`src/rtl/fe_pkg.sv`:
```
// Front-end shared types: RV32I opcode encodings, multi-cycle control states
// and trap causes, plus opcode classification helpers.
package fe_pkg;

   typedef enum logic [6:0] {
      OPC_R_TYPE = 7'b0110011,
      OPC_I_TYPE = 7'b0010011,
      OPC_I_LOAD = 7'b0000011,
      OPC_S_TYPE = 7'b0100011,
      OPC_B_TYPE = 7'b1100011,
      OPC_U_LUI  = 7'b0110111,
      OPC_U_AUI  = 7'b0010111,
      OPC_I_JALR = 7'b1100111,
      OPC_J_TYPE = 7'b1101111
   } RV32I_OPCODE_t;

   typedef enum logic [2:0] {
      CU_FETCH,
      CU_DECODE,
      CU_EXECUTE,
      CU_MEM,
      CU_WB,
      CU_TRAP
   } cu_state_t;

   typedef enum logic [1:0] {
      TRAP_NONE,
      TRAP_ILLEGAL_OPCODE,
      TRAP_BUS_TIMEOUT
   } cu_trap_t;

   function automatic logic is_legal_opcode(input RV32I_OPCODE_t op);
      case (op)
         OPC_R_TYPE, OPC_I_TYPE, OPC_I_LOAD, OPC_S_TYPE, OPC_B_TYPE,
         OPC_U_LUI, OPC_U_AUI, OPC_I_JALR, OPC_J_TYPE: return 1'b1;
         default:                                     return 1'b0;
      endcase
   endfunction

endpackage

```
`src/rtl/bus_wait_timer.sv`:
```
// Counts consecutive unacknowledged bus cycles; flags the last allowed one.
// BUS_TIMEOUT of 0 disables expiry; the counter saturates instead of wrapping.
module bus_wait_timer #(
   parameter int unsigned BUS_TIMEOUT = 16
) (
   input  logic clk,
   input  logic rst,
   input  logic clr,
   input  logic waiting,
   output logic expired
);

   localparam int unsigned CNT_W = (BUS_TIMEOUT < 1) ? 1 : $clog2(BUS_TIMEOUT + 1);
   localparam logic [CNT_W-1:0] LAST = CNT_W'((BUS_TIMEOUT > 0) ? (BUS_TIMEOUT - 1) : 0);

   logic [CNT_W-1:0] cnt_q;

   always_ff @(posedge clk) begin
      if (rst || clr) begin
         cnt_q <= '0;
      end else if (waiting && (cnt_q != '1)) begin
         cnt_q <= cnt_q + 1'b1;
      end
   end

   assign expired = (BUS_TIMEOUT != 0) && waiting && (cnt_q == LAST);

endmodule

```
`src/rtl/multicycle_control_unit.sv`:
```
// Multi-cycle RV32I control sequencer: FETCH/DECODE/EXECUTE/MEM/WB with a
// req/ack bus handshake, bus timeout and a sticky TRAP state.
module multicycle_control_unit
   import fe_pkg::*;
#(
   parameter int unsigned BUS_TIMEOUT = 16
) (
   input  logic          clk,
   input  logic          rst,
   input  RV32I_OPCODE_t opcode,
   input  logic          bus_ack,
   output logic          bus_addr_select_alu_out,
   output logic          bus_rden,
   output logic          bus_wren,
   output logic          ir_wren,
   output logic          mdr_wren,
   output logic          pc_wren,
   output logic          rf_wren,
   output cu_state_t     state_o,
   output logic          instr_retired,
   output logic          trap,
   output cu_trap_t      trap_cause
);

   cu_state_t state_q, state_d;
   cu_trap_t  cause_q, cause_d;
   logic      rden_q, wren_q, asel_q, trap_q;
   logic      in_bus, expired, run;
   logic      is_load, is_store, is_branch;

   assign is_load   = (opcode == OPC_I_LOAD);
   assign is_store  = (opcode == OPC_S_TYPE);
   assign is_branch = (opcode == OPC_B_TYPE);
   assign in_bus    = (state_q == CU_FETCH) || (state_q == CU_MEM);
   assign run       = ~rst;

   // Clearing whenever outside a bus phase covers every entry into FETCH/MEM.
   bus_wait_timer #(
      .BUS_TIMEOUT(BUS_TIMEOUT)
   ) u_timer (
      .clk    (clk),
      .rst    (rst),
      .clr    (~in_bus | bus_ack),
      .waiting(in_bus & ~bus_ack),
      .expired(expired)
   );

   always_comb begin
      state_d = state_q;
      cause_d = cause_q;
      unique case (state_q)
         CU_FETCH: begin
            if (bus_ack) begin
               state_d = CU_DECODE;
            end else if (expired) begin
               state_d = CU_TRAP;
               cause_d = TRAP_BUS_TIMEOUT;
            end
         end
         CU_DECODE: begin
            if (is_legal_opcode(opcode)) begin
               state_d = CU_EXECUTE;
            end else begin
               state_d = CU_TRAP;
               cause_d = TRAP_ILLEGAL_OPCODE;
            end
         end
         CU_EXECUTE: begin
            if (is_load || is_store) state_d = CU_MEM;
            else if (is_branch)      state_d = CU_FETCH;
            else                     state_d = CU_WB;
         end
         CU_MEM: begin
            if (bus_ack) begin
               state_d = is_load ? CU_WB : CU_FETCH;
            end else if (expired) begin
               state_d = CU_TRAP;
               cause_d = TRAP_BUS_TIMEOUT;
            end
         end
         CU_WB:   state_d = CU_FETCH;
         CU_TRAP: state_d = CU_TRAP;
         default: state_d = CU_FETCH;
      endcase
   end

   // Bus request/select outputs are registered from the next state.
   always_ff @(posedge clk) begin
      if (rst) begin
         state_q <= CU_FETCH;
         cause_q <= TRAP_NONE;
         trap_q  <= 1'b0;
         rden_q  <= 1'b1;
         wren_q  <= 1'b0;
         asel_q  <= 1'b0;
      end else begin
         state_q <= state_d;
         cause_q <= cause_d;
         trap_q  <= (state_d == CU_TRAP);
         rden_q  <= (state_d == CU_FETCH) || ((state_d == CU_MEM) && is_load);
         wren_q  <= (state_d == CU_MEM) && is_store;
         asel_q  <= (state_d == CU_MEM);
      end
   end

   assign bus_rden                = run & rden_q;
   assign bus_wren                = run & wren_q;
   assign bus_addr_select_alu_out = run & asel_q;

   assign ir_wren  = run & (state_q == CU_FETCH) & bus_ack;
   assign mdr_wren = run & (state_q == CU_MEM) & is_load & bus_ack;
   assign rf_wren  = run & (state_q == CU_WB);
   assign pc_wren  = run & (((state_q == CU_EXECUTE) & is_branch) |
                            ((state_q == CU_MEM) & is_store & bus_ack) |
                            (state_q == CU_WB));
   assign instr_retired = pc_wren;

   assign state_o    = state_q;
   assign trap       = trap_q;
   assign trap_cause = cause_q;

   a_rd_wr_exclusive: assert property (@(posedge clk) !(bus_rden && bus_wren));

endmodule

```
`config.mk`:
```
export PLATFORM = sky130hd
export DESIGN_NAME = multicycle_control_unit
export DESIGN_NICKNAME = d
export VERILOG_FILES = /design/src/rtl/fe_pkg.sv /design/src/rtl/bus_wait_timer.sv /design/src/rtl/multicycle_control_unit.sv
export SDC_FILE = /design/constraint.sdc
export NUM_CORES = 1
export LEC_CHECK = 0
export ABC_AREA = 0
export ABC_CLOCK_PERIOD_IN_PS = 1900
export BUFFER_PORTS_ARGS = -buffer_cell sky130_fd_sc_hd__clkbuf_2
export CAP_MARGIN = 15
export CELL_PAD_IN_SITES_DETAIL_PLACEMENT = 1
export CELL_PAD_IN_SITES_GLOBAL_PLACEMENT = 2
export CORE_UTILIZATION = 28
export DETAILED_ROUTE_END_ITERATION = 10
export PLACE_DENSITY_LB_ADDON = 0.1
export SYNTH_ARGS = -nofsm -noshare
export SYNTH_HDL_FRONTEND = slang
export SYNTH_SLANG_ARGS = --single-unit
```
`constraint.sdc`:
```
create_clock -name clk -period 1.9 [get_ports clk]
set_clock_uncertainty 0.2 [all_clocks]
set_input_delay 0.285 -clock clk [delete_from_list [all_inputs] [get_ports clk]]
set_output_delay 0.285 -clock clk [all_outputs]
set_load 0.03 [all_outputs]
```
# == Yosys cells after proc, flatten, opt, wreduce, memory -nomap -nowiden ==
# Index checks and enable logic that the tools add are counted.
# op_classes
n_eq_ne,21
mux,14
addsub,1
n_bitwise,20
reduce_logical,14
# op_table
operator,n
"== test 7 x 6 -> 1 bit, second input constant",3
"== test 7 bit, second input constant",3
2-to-1 mux 3 bit,7
one-hot mux 3 bit (5 select lines),1
bitwise AND 1 bit,14
"== test 7 x 5 -> 1 bit, second input constant",2
"== test 3 x 2 -> 1 bit, second input constant",3
"== test 3 bit, second input constant",3
OR reduction 9 bit,1
"== test 7 x 2 -> 1 bit, second input constant",1
zero test 3 bit,2
2-to-1 mux 2 bit,3
"adder 5 x 1 -> 5 bit, second input constant",1
"== test 5 x 4 -> 1 bit, second input constant",1
"!= test 5 bit, second input constant",1
logical AND 1 bit,4
logical OR 1 bit,4
"!= test 2 bit, second input constant",2
one-hot mux 2 bit (2 select lines),1
AND reduction 4 bit,1
"== test 3 x 1 -> 1 bit, second input constant",1
NOT 1 bit,3
OR 1 bit,3
2-to-1 mux 1 bit,2
other kinds (3),3
# totals
regBits,14
in_bits,10

# == Logic depth before layout (Yosys ltp) ==
# Gate-level depths: netlist (run 1).
# logic_depth
ltp_word,10
mapped_depth,8
depth_no_buf,8

# == Hierarchy ==
# Synthesis (run 1) repeated with hierarchy kept, for this count alone.
# unflattened
cells_unflattened,117
hier_area_um2,943.4
# modules_own_cells
mod,cells_per_inst,seq_area_each_um2,n_inst,area_per_inst_um2
multicycle_control_unit,89,180.2,1,689.4
bus_wait_timer,28,100.1,1,254.0

# == Least setup slack after synthesis (run 1) ==
# OpenSTA, ideal clock, no wires.
# synth_timing
path_type,register to output
from,register state_q[1] (netlist: state_o[1])
to,output mdr_wren
t_required_ps,1415
setup_slack_ps,-582
t_arrival_ps,1997
path_stages_with_launch,5
n_path_buf,1
path_cell_list,dfxtp_1 -> buf_4 -> nor2b_1 -> nand4_1 -> nor4_1
# synth_via
elab_chain_cells,4
# synth_lines
element,line,source
"start, declared",multicycle_control_unit.sv:25,"cu_state_t state_q, state_d;"
"start signal, assigned",multicycle_control_unit.sv:97,state_q <= state_d;
== test 3 x 2 -> 1 bit,multicycle_control_unit.sv:111,assign mdr_wren = run & (state_q == CU_MEM) & is_load & bus_ack;
bitwise AND 1 bit (3 in series),multicycle_control_unit.sv:111,
"end, declared",multicycle_control_unit.sv:16,"output logic mdr_wren,"
# Every way passes these cells.

# == Worst setup path after layout (run 1) ==
# layout_timing
from,register state_q[1] (netlist: state_o[1])
to,output pc_wren
# layout_via
elab_chain_cells,6
elab_cells_between_ends,9
cone_classes,3 x eq/ne; 6 x bitwise
# layout_lines
element,line,source
== test 3 x 2 -> 1 bit,multicycle_control_unit.sv:114,((state_q == CU_MEM) & is_store & bus_ack) |
bitwise AND 1 bit (2 in series),multicycle_control_unit.sv:114,
OR 1 bit,multicycle_control_unit.sv:113,assign pc_wren = run & (((state_q == CU_EXECUTE) & is_branch) |
OR 1 bit *,multicycle_control_unit.sv:114,
bitwise AND 1 bit *,multicycle_control_unit.sv:113,
"end, declared",multicycle_control_unit.sv:17,"output logic pc_wren,"
# Every way passes the cells marked *; elsewhere a longest branch is shown, timed or not.

==> impl_metrics.json, run 1 <==
{
  "status": "finished, violations left",
  "violations": "design-rule violations, negative setup slack",
  "ys_types": 34,
  "nFillCells": 343,
  "synthCells": 108,
  "clk_path_buf_depth": 2,
  "setup_viol": 3,
  "startpoint_type": "flop",
  "post-place-cells": 173,
  "slew_violations": 0,
  "drc_errors": 4,
  "num_rows": 19,
  "timing.final.ws_setup_ns": -0.0821,
  "syn_to_final_growth_pct": 61.3,
  "finalCriticalPeriod_ns": 1.98,
  "required_ns": 1.41,
  "post-route-period-util": 1.04,
  "antenna_left": 0,
  "cts_tree": "built",
  "ff2ff_setup_slack_ns": 0.08,
  "cts_root_buffer": "clkbuf_4",
  "start_util": 0.303,
  "place_congestion": 0.748,
  "die-area_mm2": 0.00326,
  "peakVddDrop_mv": 0.358,
  "reg2reg_from": "u_timer.cnt_q[0]",
  "syn_area_um2": 850,
  "total_power_w": 0.000732,
  "p_leak_nw": 0.566,
  "wl_per_cell_um": 15.0,
  "insertion_delay_ns": 0.28,
  "grt_max_degree": 13,
  "ios": 24,
  "p_per_area_mw_per_mm2": 534,
  "drive_above_1_share": 0.487,
  "cts_buffers": 3,
  "drt_iter0_markers": 19,
  "endpoint_kind": "primary output",
  "hold_violations": 0,
  "via_per_inst": 5.20,
  "overflow": 0,
  "htreeDepth": 1,
  "cp_max_fo": 7,
  "port_buffers": 23,
  "stdcell_count": 183,
  "track_usage": 0.185,
  "max_freq_ghz": 0.505,
  "ys_ff_latch": 14,
  "arrival_ns": 1.50,
  "worst_pin_slew_ns": 0.415,
  "syn_area_per_cell_um2": 7.87,
  "grt_pass1_vias": 978,
  "multi_input_area_um2": 648,
  "synth_edf_count": 0,
  "antenna_found_initial": 0,
  "dp_slack_ns": -0.167,
  "coreArea_mm2": 0.00281,
  "min-delay-start": "opcode[5]",
  "diodes": 0,
  "rsz0062_at_grt": "true",
  "seq_area_frac_synth": 0.330,
  "finalWirelength_um": 2740,
  "hold_path.class": "input pin to flop",
  "holdPathStages": 2,
  "synth-warning-count": 0,
  "ys_async_sr_fraction": 0,
  "cts.sinks": 14,
  "chipHeight_um": 57.1,
  "slew_headroom": 0.723,
  "firstDrtPassIters": 7,
  "clkTransAtPathRegs_ns": 0.08,
  "grt_pass1_wl_um": 4650,
  "crit_type": "flop to primary output",
  "reg2reg_depth": 8,
  "die_x_um": 57.1,
  "tns_ns": -0.194,
  "regArea_um2": 292,
  "dpl.hpwl_um": 2040,
  "nets": 166,
  "vias": 951,
  "timing.rr.end": "rden_q",
  "ys.flop_type": "dfxtp_1",
  "maxCapViolCount": 0,
  "syn-num-nets": 121,
  "hold_end": "wren_q"
}
-- kinds of logic after synthesis --
kind of cell,share of synthesized area
AO/OA/AOI/OAI,0.144
XOR/XNOR,0.0309
adder cells (fa/ha/maj),0.0442
buffers and inverters,0.0559
flip-flops,0.330
multiplexers,0.0118
AND/OR/NAND/NOR,0.383
-- registers in the layout, summed over array words and instances, names as in the netlist --
| name | cells |
|---|---|
| trap_cause | 2 |
| u_timer.cnt_q | 5 |
| trap | 1 |
| rden_q | 1 |
| wren_q | 1 |
| asel_q | 1 |
| state_o | 3 |
-- metal layers --
metal,global-route usage,share of wire,vias up
met5,0,0,-
met4,0.0418,0.018,0
met3,0.0408,0.037,7
met2,0.323,0.50,20
met1,0.232,0.44,451
li1,-,-,473
-- cell usage after synthesis, types with 2 or more instances --
library cell | n | share of area
nor2_1 | 12 | 0.053
nor2b_1 | 6 | 0.044
nor4_1 | 5 | 0.037
ha_1 | 3 | 0.044
clkbuf_1 | 3 | 0.013
dfxtp_1 | 14 | 0.33
a211oi_1 | 3 | 0.027
nand4_1 | 3 | 0.022
a21oi_1 | 10 | 0.059
nor3_1 | 5 | 0.029
nand3_1 | 2 | 0.012
nand2b_1 | 9 | 0.066
buf_4 | 2 | 0.018
xor2_1 | 2 | 0.021
nand2_1 | 7 | 0.031
inv_1 | 3 | 0.013
and3_1 | 2 | 0.015
-- cell type report --
type | instances | share of cell area
clock buffers | 4 | 0.0265
inverters | 3 | 0.00822
multi-input cells | 84 | 0.473
flip-flops and latches | 14 | 0.213
well taps | 31 | 0.0283
repair buffers | 47 | 0.251
-- report_power, final --
part | switching, W | internal [W] | total, W
clock network | 0.0000980 | 0.000117 | 0.000215
registers | 0.0000127 | 0.000306 | 0.000318
logic | 0.000114 | 0.0000852 | 0.000199
total | 0.000224 | 0.000507 | 0.000732
-- layout by cell type, fill, tap and decap left out, types with 2 or more instances in the layout --
cell type  Yosys  routed
clkbuf_2       1      17
nor2_4         0       2
buf_8          0       2
a211oi_1       3       3
nor4_1         5       3
nor4_4         0       2
a21oi_1       10       9
nand2b_4       0       2
buf_4          2      24
nor2b_1        6       5
inv_1          3       3
nand4_1        3       3
nand2_1        7       7
dfxtp_4        0       2
nand2b_1       9       7
dfxtp_1       14       9
nor3_1         5       3
clkbuf_4       0       4
clkbuf_8       0       4
nor2_1        12      10
dfxtp_2        0       3
xor2_1         2       2
-- worst max-delay path, cell delays in order (launching register included) --
cell and delay, ns:
dfxtp_4 0.37, buf_4 0.16, nand2b_4 0.14, a21o_1 0.20
a21oi_4 0.20, buf_8 0.15
-- how the worst max path moves through the flow --
stage / cells after the start / start / slack (ns) / to
final: 5 / state_o[1] / -0.08 / pc_wren
after global routing: 5 / state_o[1] / -0.16 / pc_wren
after CTS: 7 / opcode[6] / -0.09 / instr_retired
after detailed placement: 6 / opcode[3] / -0.17 / instr_retired
after global placement: 8 / u_timer.cnt_q[0] / -0.1 / wren_q
after floorplan: 6 / opcode[3] / -0.03 / pc_wren
-- stage by stage --
stage               hold slack (ns)  cell area (µm²)  utilization
floorplan                     0.162              920            -
global route                  0.147             1370        0.488
detailed placement            0.296             1150        0.411
CTS                           0.147             1310        0.467
global placement              0.286             1150        0.411
finish                        0.151             1370        0.488
-- timing repair --
action / 4_1_cts / 5_1_grt
hold buffers: 0 / 0
pin swaps: 8 / 6
buffers inserted: 5 / 1
gates resized for setup: 16 / 14
setup endpoints to repair: 7 / 10
No activity file was read; power rests on OpenSTA's default activity.
==> inputs of run 2 (changes only) <==
==> constraint.sdc (replaced) <==
create_clock -name clk -period 1.9 [get_ports clk]
set_clock_uncertainty 0.2 [all_clocks]
set_input_delay 0.285 -clock clk [delete_from_list [all_inputs] [get_ports clk]]
set_output_delay 0.285 -clock clk [all_outputs]
set_load 0.01 [all_outputs]
==> run 2 against run 1 <==
The flow finishes with violations (design-rule violations). Global-route usage fell by 1.6 points. Non-clock buffer count shrank 3. Sequential power about the same. First-iteration DRC count increased by 58%. Count of clock-buffer cells in the layout did not move. Hold slack worse by 0.0098 ns. Flip-flop and latch count unchanged. Total power down 5.2%. Critical path depth stayed put. Sequential share of layout area rose by 1.5 points. Cell area decreased by 7.2%. Register-to-register slack improved by 0.02 ns. Critical endpoint unchanged. Largest power group unchanged.
==> impl_metrics.json, run 2 (synthesized netlist as in run 1, its figures left out) <==
{
  "status": "finished, violations left",
  "violations": "design-rule violations",
  "worst_pin_slew_ns": 0.444,
  "met1_length_um": 1220,
  "grt_pass1_wl_um": 4200,
  "crit_type": "flop to primary output",
  "firstDrtPassIters": 7,
  "top_layer": "met4",
  "startpoint_type": "flop",
  "insertion_delay_ns": 0.28,
  "cts_root_buffer": "clkbuf_4",
  "final_cell_mix": "buf_4, clkbuf_2, nor2_1, a21oi_1, dfxtp_1",
  "syn_to_final_growth_pct": 49.6,
  "diodes": 0,
  "antenna_found_initial": 0,
  "wl_met3_um": 65,
  "cp_max_fo": 8,
  "cts_buffers": 3,
  "critPathMaxStageDelay_ns": 0.37,
  "vias": 909,
  "nets": 163,
  "start_util": 0.303,
  "track_usage": 0.168,
  "antenna_left": 0,
  "coreArea_mm2": 0.00281,
  "dpl.hpwl_um": 1910,
  "p_leak_nw": 0.538,
  "tns_ns": 0,
  "post-route-period-util": 0.992,
  "die-area_mm2": 0.00326,
  "required_ns": 1.41,
  "chipHeight_um": 57.1,
  "met2_length_um": 1220,
  "hold_path.class": "input pin to flop",
  "overflow": 0,
  "grt_pass1_vias": 894,
  "finalCriticalPeriod_ns": 1.89,
  "layout_commonest_cell": "buf_4",
  "peakVddDrop_mv": 0.406,
  "slew_headroom": 0.704,
  "regMostFlops": "u_timer.cnt_q",
  "drive_above_1_share": 0.443,
  "post-place-cells": 173,
  "stdcell_count": 180,
  "wl_per_cell_um": 14.0,
  "max_freq_ghz": 0.530,
  "cts_hold_buf": 0,
  "path_cells": "buf_4 -> nand2b_4 -> a21o_1 -> a21oi_2 -> buf_2",
  "largest_reg_flops": 5,
  "drt_iter0_markers": 30,
  "rsz0062_at_grt": "true",
  "drc_errors": 6,
  "cts.sinks": 14,
  "place_congestion": 0.724,
  "slowest_stage": "dfxtp_4",
  "hold_violations": 0,
  "cts_tree": "built",
  "setup_viol": 0,
  "die_x_um": 57.1,
  "p_per_area_mw_per_mm2": 545,
  "finalWirelength_um": 2530,
  "port_buffers": 23,
  "ios": 24,
  "maxCapViolCount": 0,
  "via_per_inst": 5.05,
  "clkTransAtPathRegs_ns": 0.09,
  "arrival_ns": 1.40,
  "endpoint_kind": "primary output",
  "num_rows": 19,
  "htreeDepth": 1,
  "grt_max_degree": 17,
  "clk_path_buf_depth": 2,
  "slew_violations": 0
}
==> run 2: what timing repair did <==
item | 4_1_cts | 5_1_grt
endpoints found under the setup margin | 5 | 7
gates resized for setup | 13 | 17
setup buffers | 3 | 0
pin swaps | 6 | 7
==> run 2: metrics by stage <==
| stage | power, W | util | hold slack [ns] | cell area, µm² | setup slack, ns |
|---|---|---|---|---|---|
| 3_3_place_gp | 0.000465 | 0.394 | 0.285 | 1110 | -0.00218 |
| 6_report | 0.000693 | 0.453 | 0.141 | 1270 | 0.0150 |
| 5_1_grt | 0.000737 | 0.453 | 0.136 | 1270 | -0.104 |
| 4_1_cts | 0.000698 | 0.439 | 0.135 | 1230 | -0.0178 |
| 3_5_place_dp | 0.000468 | 0.394 | 0.306 | 1110 | -0.0632 |
| 2_1_floorplan | 0.000401 | - | 0.162 | 853 | 0.0418 |
==> run 2: worst max-delay path: cells and delay by family (launching register included) <==
family,cells,cell delay [ns]
flops,1,0.37
buf+inv,2,0.30
compound gates,2,0.30
simple gates,1,0.15
==> run 2: final timing paths <==
path,from,depth (start not counted),to,slack [ns]
max,state_o[1],5,pc_wren,0.01
min,opcode[5],2,wren_q,0.14
max reg2reg,u_timer.cnt_q[1],8,rden_q,0.10
min reg2reg,trap_cause[0],2,trap_cause[0],0.31
==> run 2: final cells by class <==
| class | count | area (µm²) |
|---|---|---|
| Fill cell | 348 | 1530 |
| Multi-Input combinational cell | 84 | 589 |
| Timing Repair Buffer | 44 | 307 |
| Sequential cell | 14 | 289 |
| Tap cell | 31 | 38.8 |
| Clock buffer | 4 | 36.3 |
| Inverter | 3 | 11.3 |
==> run 2: power by group <==
part	switching, W	internal [W]	leakage (nW)
Sequential	0.00000840	0.000306	0.116
Combinational	0.0000881	0.0000770	0.401
Clock	0.0000973	0.000117	0.0210
Total	0.000194	0.000500	0.538
==> run 2: routing by layer <==
layer | vias up | global-route usage
li1 | 465 | -
met1 | 427 | 0.212
met2 | 15 | 0.289
met3 | 2 | 0.0408
met4 | 0 | 0.0418
met5 | - | 0
